## config.mk

```make
export PLATFORM = sky130hd
export DESIGN_NAME = msg_poly_sequencer
export DESIGN_NICKNAME = d
export VERILOG_FILES = /design/src/rtl/msg_poly_sequencer.sv
export SDC_FILE = /design/constraint.sdc
export NUM_CORES = 1
export LEC_CHECK = 0
export CAP_MARGIN = 20
export CORE_ASPECT_RATIO = 1.75
export CORE_MARGIN = 1
export CORE_UTILIZATION = 49
export CTS_CLUSTER_SIZE = 25
export DETAILED_ROUTE_END_ITERATION = 16
export GPL_TIMING_DRIVEN = 0
export PLACE_DENSITY = 0.78
export SLEW_MARGIN = 30
export SYNTH_ARGS = -nofsm -noshare
export SYNTH_HDL_FRONTEND = slang
export SYNTH_SLANG_ARGS = --single-unit
```

## constraint.sdc

```tcl
create_clock -name clk -period 3.13 [get_ports clk]
set_input_delay 0.626 -clock clk [delete_from_list [all_inputs] [get_ports clk]]
set_output_delay 0.626 -clock clk [all_outputs]
set_load 0.05 [all_outputs]
```

## src/rtl/msg_poly_sequencer.sv

```systemverilog
// Expands a registered 256-bit Kyber message into message-polynomial coefficients,
// streamed LANES per beat into the polynomial RAM write port with backpressure.
//
// state  | meaning
// IDLE   | waiting for a message, msg_ready high
// RUN    | issuing write beats in ascending address order
// DONE   | one-cycle completion pulse, then back to IDLE
module msg_poly_sequencer #(
    parameter int KYBER_N       = 256,
    parameter int KYBER_R_WIDTH = 12,
    parameter int KYBER_Q       = 3329,
    parameter int LANES         = 4,
    parameter int ADDR_W        = $clog2(KYBER_N / LANES)
) (
    input  logic                           clk,
    input  logic                           rst,
    input  logic                           msg_valid,
    output logic                           msg_ready,
    input  logic [KYBER_N-1:0]             msg_in,
    output logic                           wr_en,
    input  logic                           wr_ready,
    output logic [ADDR_W-1:0]              wr_addr,
    output logic [LANES*KYBER_R_WIDTH-1:0] wr_data,
    output logic                           busy,
    output logic                           done
);

    localparam int IDX_W = $clog2(KYBER_N);
    localparam int LANE_SH = $clog2(LANES);
    localparam logic [ADDR_W-1:0] LAST_BEAT = ADDR_W'(KYBER_N / LANES - 1);
    localparam logic [KYBER_R_WIDTH-1:0] ONE_VAL = KYBER_R_WIDTH'((KYBER_Q + 1) / 2);

    typedef enum logic [1:0] {
        S_IDLE,
        S_RUN,
        S_DONE
    } state_t;

    state_t             state, state_n;
    logic [KYBER_N-1:0] msg_reg;
    logic [ADDR_W-1:0]  beat_cnt;
    logic               load_msg;
    logic               advance;
    logic [IDX_W-1:0]   base;
    logic [LANES-1:0]   lane_bits;

    always_ff @(posedge clk) begin
        if (rst) begin
            state    <= S_IDLE;
            msg_reg  <= '0;
            beat_cnt <= '0;
        end else begin
            state <= state_n;
            if (load_msg) begin
                msg_reg  <= msg_in;
                beat_cnt <= '0;
            end else if (advance) begin
                beat_cnt <= beat_cnt + 1'b1;
            end
        end
    end

    always_comb begin
        state_n   = state;
        msg_ready = 1'b0;
        wr_en     = 1'b0;
        busy      = 1'b0;
        done      = 1'b0;
        load_msg  = 1'b0;
        advance   = 1'b0;
        case (state)
            S_IDLE: begin
                msg_ready = 1'b1;
                if (msg_valid) begin
                    load_msg = 1'b1;
                    state_n  = S_RUN;
                end
            end
            S_RUN: begin
                wr_en = 1'b1;
                busy  = 1'b1;
                if (wr_ready) begin
                    if (beat_cnt == LAST_BEAT) state_n = S_DONE;
                    else advance = 1'b1;
                end
            end
            S_DONE: begin
                busy    = 1'b1;
                done    = 1'b1;
                state_n = S_IDLE;
            end
            default: state_n = S_IDLE;
        endcase
    end

    // Address and data are forced to zero outside RUN so the bus is quiet when idle.
    assign base      = IDX_W'(beat_cnt) << LANE_SH;
    assign lane_bits = msg_reg[base +: LANES];

    always_comb begin
        wr_addr = '0;
        wr_data = '0;
        if (state == S_RUN) begin
            wr_addr = beat_cnt;
            for (int j = 0; j < LANES; j++) begin
                wr_data[j*KYBER_R_WIDTH +: KYBER_R_WIDTH] = lane_bits[j] ? ONE_VAL : '0;
            end
        end
    end

endmodule

```

==> flow_summary.yaml <==
timing:
  max_freq_mhz: 280
  maxSlewHeadroom: 0.521
  final.setup.worst_slack_ns: -0.443
  finalWorstPathRequiredPeriod_ns: 3.57
  clock-skew-final_ns: 0.0160
  rsz_0062_raised_after_global_routing: "true"
  drv_slew: 0
  finalHoldViolations: 0
  tightest_slew_ns: 0.719
  setup_tns_ns: -5.85
  period_utilisation_layout: 1.14
  finalSetupViolations: 16
cts:
  clk_latency_ns: 0.52
  clk_path_buf_depth: 3
  clk_pin_slew_ns: 0.07
  ctsHtreeMaxLevel: 1
  cts_root_buf: "sky130_fd_sc_hd__clkbuf_16"
  post_cts_hold_buffer_count: 0
  tritoncts.num_buffers: 24
  cts_sinks: 264
  tritoncts_clock_tree: "built"
layout:
  flow.area_growth_from_synthesis_pct: 41.7
  final_net_count: 2032
  ff_latch_area_sq_um: 5290
  design_area_sq_um: 16500
  largest_register_ffs: 256
  most_common_library_cell_in_the_layout_ignoring_fill_and_taps: "sky130_fd_sc_hd__nand2_1"
  layout_common_cells: "527 x sky130_fd_sc_hd__nand2_1, 264 x sky130_fd_sc_hd__clkdlybuf4s50_1, 262 x sky130_fd_sc_hd__dfxtp_1"
  num-fill-cells: 1897
  multiInputGateArea_sq_um: 5840
  num_antenna_cells: 0
  post_route_cells_drive_above_1_share: 0.133
job:
  count_of_maximum_capacitance_violations: 0
synth:
  syn_area_sq_um: 11600
  sequential_share_of_the_synthesized_area: 0.454
  synthMuxAreaShare: 0.138
  dominant_combinational_cell_family_by_area_after_synthesis: "simple AND/OR/NAND/NOR gates"
  synth-simple-area-share: 0.197
  syn_avg_cell_area_sq_um: 8.31
  synth_enable_flop_cells: 0
  synth.ff_latch_count: 264
  synth_xor_area_frac: 0.00377
  ys_dominant_reg_cell: "sky130_fd_sc_hd__dfxtp_1"
  synth_cell_type_count: 43
  synth-async-reset-ratio: 0
  synth.yosys.warnings: 0
  netlist_instances: 1399
  adder_cell_area_share_of_the_yosys_netlist: 0.00646
  compound_gate_portion_of_the_synthesized_area: 0.133
placed_design:
  dp_hpwl_mm: 29.0
  dp_worst_setup_slack_ns: -1.17
  place_area_sq_um: 15000
  io_buffer_count: 284
  finalWeightedCongestion: 0.892
detailed_routing:
  routedWlPerCell_um: 18.4
  route.top_layer_used: "met4"
  drt_drc_violations_left: 0
  wl_mm: 38.5
  first_iter_violations: 768
  drt-met1-wl_mm: 12.9
  viasPerCell: 5.40
  num_vias: 11300
  drt-pass1-iter-count: 9
  met2WireLength_mm: 20.8
  wl_met3_mm: 2.23
  detail-route-antenna-nets: 0
global_route:
  grt_antenna_before_repair: 0
  grt.overflow.total: 0
  grt_max_degree: 16
  grt_pass1_vias: 11400
  gr_util_all_layers: 0.308
  grt_pass1_wl_mm: 57.5
floorplanning:
  start_util: 0.498
  die_h_um: 206
  placeable_core_region_sq_um: 23300
  placementRows: 74
  fp.dieArea_sq_um: 24400
  num_io_pins: 318
  die_w_um: 118
power:
  finalPower_mw: 10.8
  powerDensity_nw_per_um2: 657
  combPwrFrac: 0.335
  p_clk_frac: 0.274
  vdd.ir_drop.worst_mv: 0.435
  total_leakage_power_nw: 6.20
  internal_power_mw: 7.11
  total_switching_power_mw: 3.72
  p_seq_frac: 0.391
  p_sw_frac: 0.344
setup_path:
  rr_endpoint: "msg_reg[27]$_SDFFE_PP0P_"
  critical_path_required_ns: 2.50
  setup.reg_to_reg.worst_slack_ns: 0.54
  cp-end-kind: "primary output"
  cpPeakStageDelay_ns: 0.57
  worst_path_top_cell_family_by_delay: "buffers and inverters"
  critPathMaxFanout: 10
  crit_type: "reg -> out"
  crit_arrival_ns: 2.95
  cp-start-kind: "flop"
  critPathSlowestCell: "sky130_fd_sc_hd__nor2_1"
  ff2ff_path_depth: 8
  critical_path.most_common_cell: "sky130_fd_sc_hd__buf_4"
  rr_startpoint: "state[1]$_SDFFE_PP0P_"
  endpoint_of_the_most_critical_setup_path: "wr_data[33]"
  timing.critical_path.buf_inv: 5
  timing.critical_path.depth: 9
  path_cells: "buf_4, clkbuf_2, nor2_1, a21oi_1, nand3_2, o211ai_1, buf_4, buf_4, buf_4"
  worstSetupStartpoint: "beat_cnt[3]$_SDFFE_PP0P_"
min_path:
  timing.hold.worst.start: "msg_reg[175]$_SDFFE_PP0P_"
  holdCritPathClass: "reg -> reg"
status:
  outcome: "complete, but fails checks"
  failed_checks: "setup timing"
## layer usage
layer | GRT usage | up-vias
met3 | 0.0333 | 136
met1 | 0.302 | 5293
met4 | 0.208 | 0
met2 | 0.600 | 491
li1 | - | 5352
met5 | 0 | -
## cell usage after synthesis, types with 2 or more instances
master	count	area, sq um
sky130_fd_sc_hd__a21oi_1	264	1320
sky130_fd_sc_hd__nand3b_1	7	52.6
sky130_fd_sc_hd__ha_1	6	75.1
sky130_fd_sc_hd__nor2b_1	7	43.8
sky130_fd_sc_hd__inv_1	4	15.0
sky130_fd_sc_hd__buf_1	8	30.0
sky130_fd_sc_hd__mux4_1	3	78.8
sky130_fd_sc_hd__xnor2_1	2	17.5
sky130_fd_sc_hd__a211oi_1	2	15.0
sky130_fd_sc_hd__clkbuf_1	93	349
sky130_fd_sc_hd__nand3_1	10	50.1
sky130_fd_sc_hd__o22ai_1	5	31.3
sky130_fd_sc_hd__nand2_1	527	1980
sky130_fd_sc_hd__buf_2	11	55.1
sky130_fd_sc_hd__o211ai_1	2	15.0
sky130_fd_sc_hd__nand2b_1	2	12.5
sky130_fd_sc_hd__or3_1	2	12.5
sky130_fd_sc_hd__xor2_1	3	26.3
sky130_fd_sc_hd__buf_4	44	330
sky130_fd_sc_hd__and2_1	6	37.5
sky130_fd_sc_hd__a31oi_1	2	12.5
sky130_fd_sc_hd__a2111oi_0	2	17.5
sky130_fd_sc_hd__a211o_1	2	17.5
sky130_fd_sc_hd__mux2_2	4	45.0
sky130_fd_sc_hd__a221oi_1	2	17.5
sky130_fd_sc_hd__a22o_1	2	17.5
sky130_fd_sc_hd__nor2_1	11	41.3
sky130_fd_sc_hd__o21ai_0	6	30.0
sky130_fd_sc_hd__dfxtp_1	264	5290
sky130_fd_sc_hd__mux2i_1	26	260
sky130_fd_sc_hd__nand4_1	4	25.0
sky130_fd_sc_hd__a22oi_1	2	15.0
sky130_fd_sc_hd__mux4_2	54	1220
## worst min path at each step
stage                                endpoint  slack [ns]  depth (start not counted)
finish              msg_reg[175]$_SDFFE_PP0P_        0.45                          2
global route         msg_reg[65]$_SDFFE_PP0P_        0.47                          2
CTS                 msg_reg[173]$_SDFFE_PP0P_        0.45                          2
detailed placement   msg_reg[92]$_SDFFE_PP0P_        0.44                          2
global placement    msg_reg[104]$_SDFFE_PP0P_        0.44                          2
floorplan           msg_reg[104]$_SDFFE_PP0P_        0.43                          2
## cell families after synthesis
logic type               Yosys count
other                              1
multiplexers                      87
adder cells (fa/ha/maj)            6
AO/OA/AOI/OAI                    295
XOR/XNOR                           5
flip-flops                       264
buffers and inverters            161
AND/OR/NAND/NOR                  580
## cell type report
type                            count  area share
Inverter                            4    0.000911
Buffer                            155      0.0593
Clock inverter                      7     0.00364
Tap cell                          304      0.0231
Clock buffer                       36      0.0447
Multi-Input combinational cell   1005       0.354
Timing Repair Buffer              312       0.193
Sequential cell                   264       0.321
## power groups by stage
stage	registers, mW	logic, mW	clock network [mW]
detailed placement	4.29	3.35	0
global placement	4.25	3.29	0
global route	4.29	3.92	3.11
CTS	4.22	3.49	2.97
floorplan	4.19	2.23	0
finish	4.24	3.62	2.97
## worst register-to-register path: stages, from the launching register on
cell	delay (ns)
sky130_fd_sc_hd__dfxtp_1	0.33
sky130_fd_sc_hd__inv_1	0.16
sky130_fd_sc_hd__ha_1	0.23
sky130_fd_sc_hd__and2_1	0.14
sky130_fd_sc_hd__clkbuf_1	0.32
sky130_fd_sc_hd__clkbuf_1	0.60
sky130_fd_sc_hd__clkbuf_1	0.41
sky130_fd_sc_hd__nand2_1	0.18
sky130_fd_sc_hd__a21oi_1	0.15
## metrics by stage
step | utilization | instances | hold slack [ns]
2_1_floorplan | - | 1430 | 0.432
3_3_place_gp | 0.644 | 2018 | 0.438
3_5_place_dp | 0.644 | 2018 | 0.445
4_1_cts | 0.694 | 2077 | 0.454
5_1_grt | 0.707 | 2087 | 0.465
6_report | 0.707 | 2087 | 0.454
## repair_timing
item / 4_1_cts / 5_1_grt
resized for setup: 171 / 45
buffers inserted: 15 / 9
endpoints found under the setup margin: 21 / 18
pin swaps: 6 / 11
gates cloned: 1 / 3
Power figures use the tool's default switching activity.
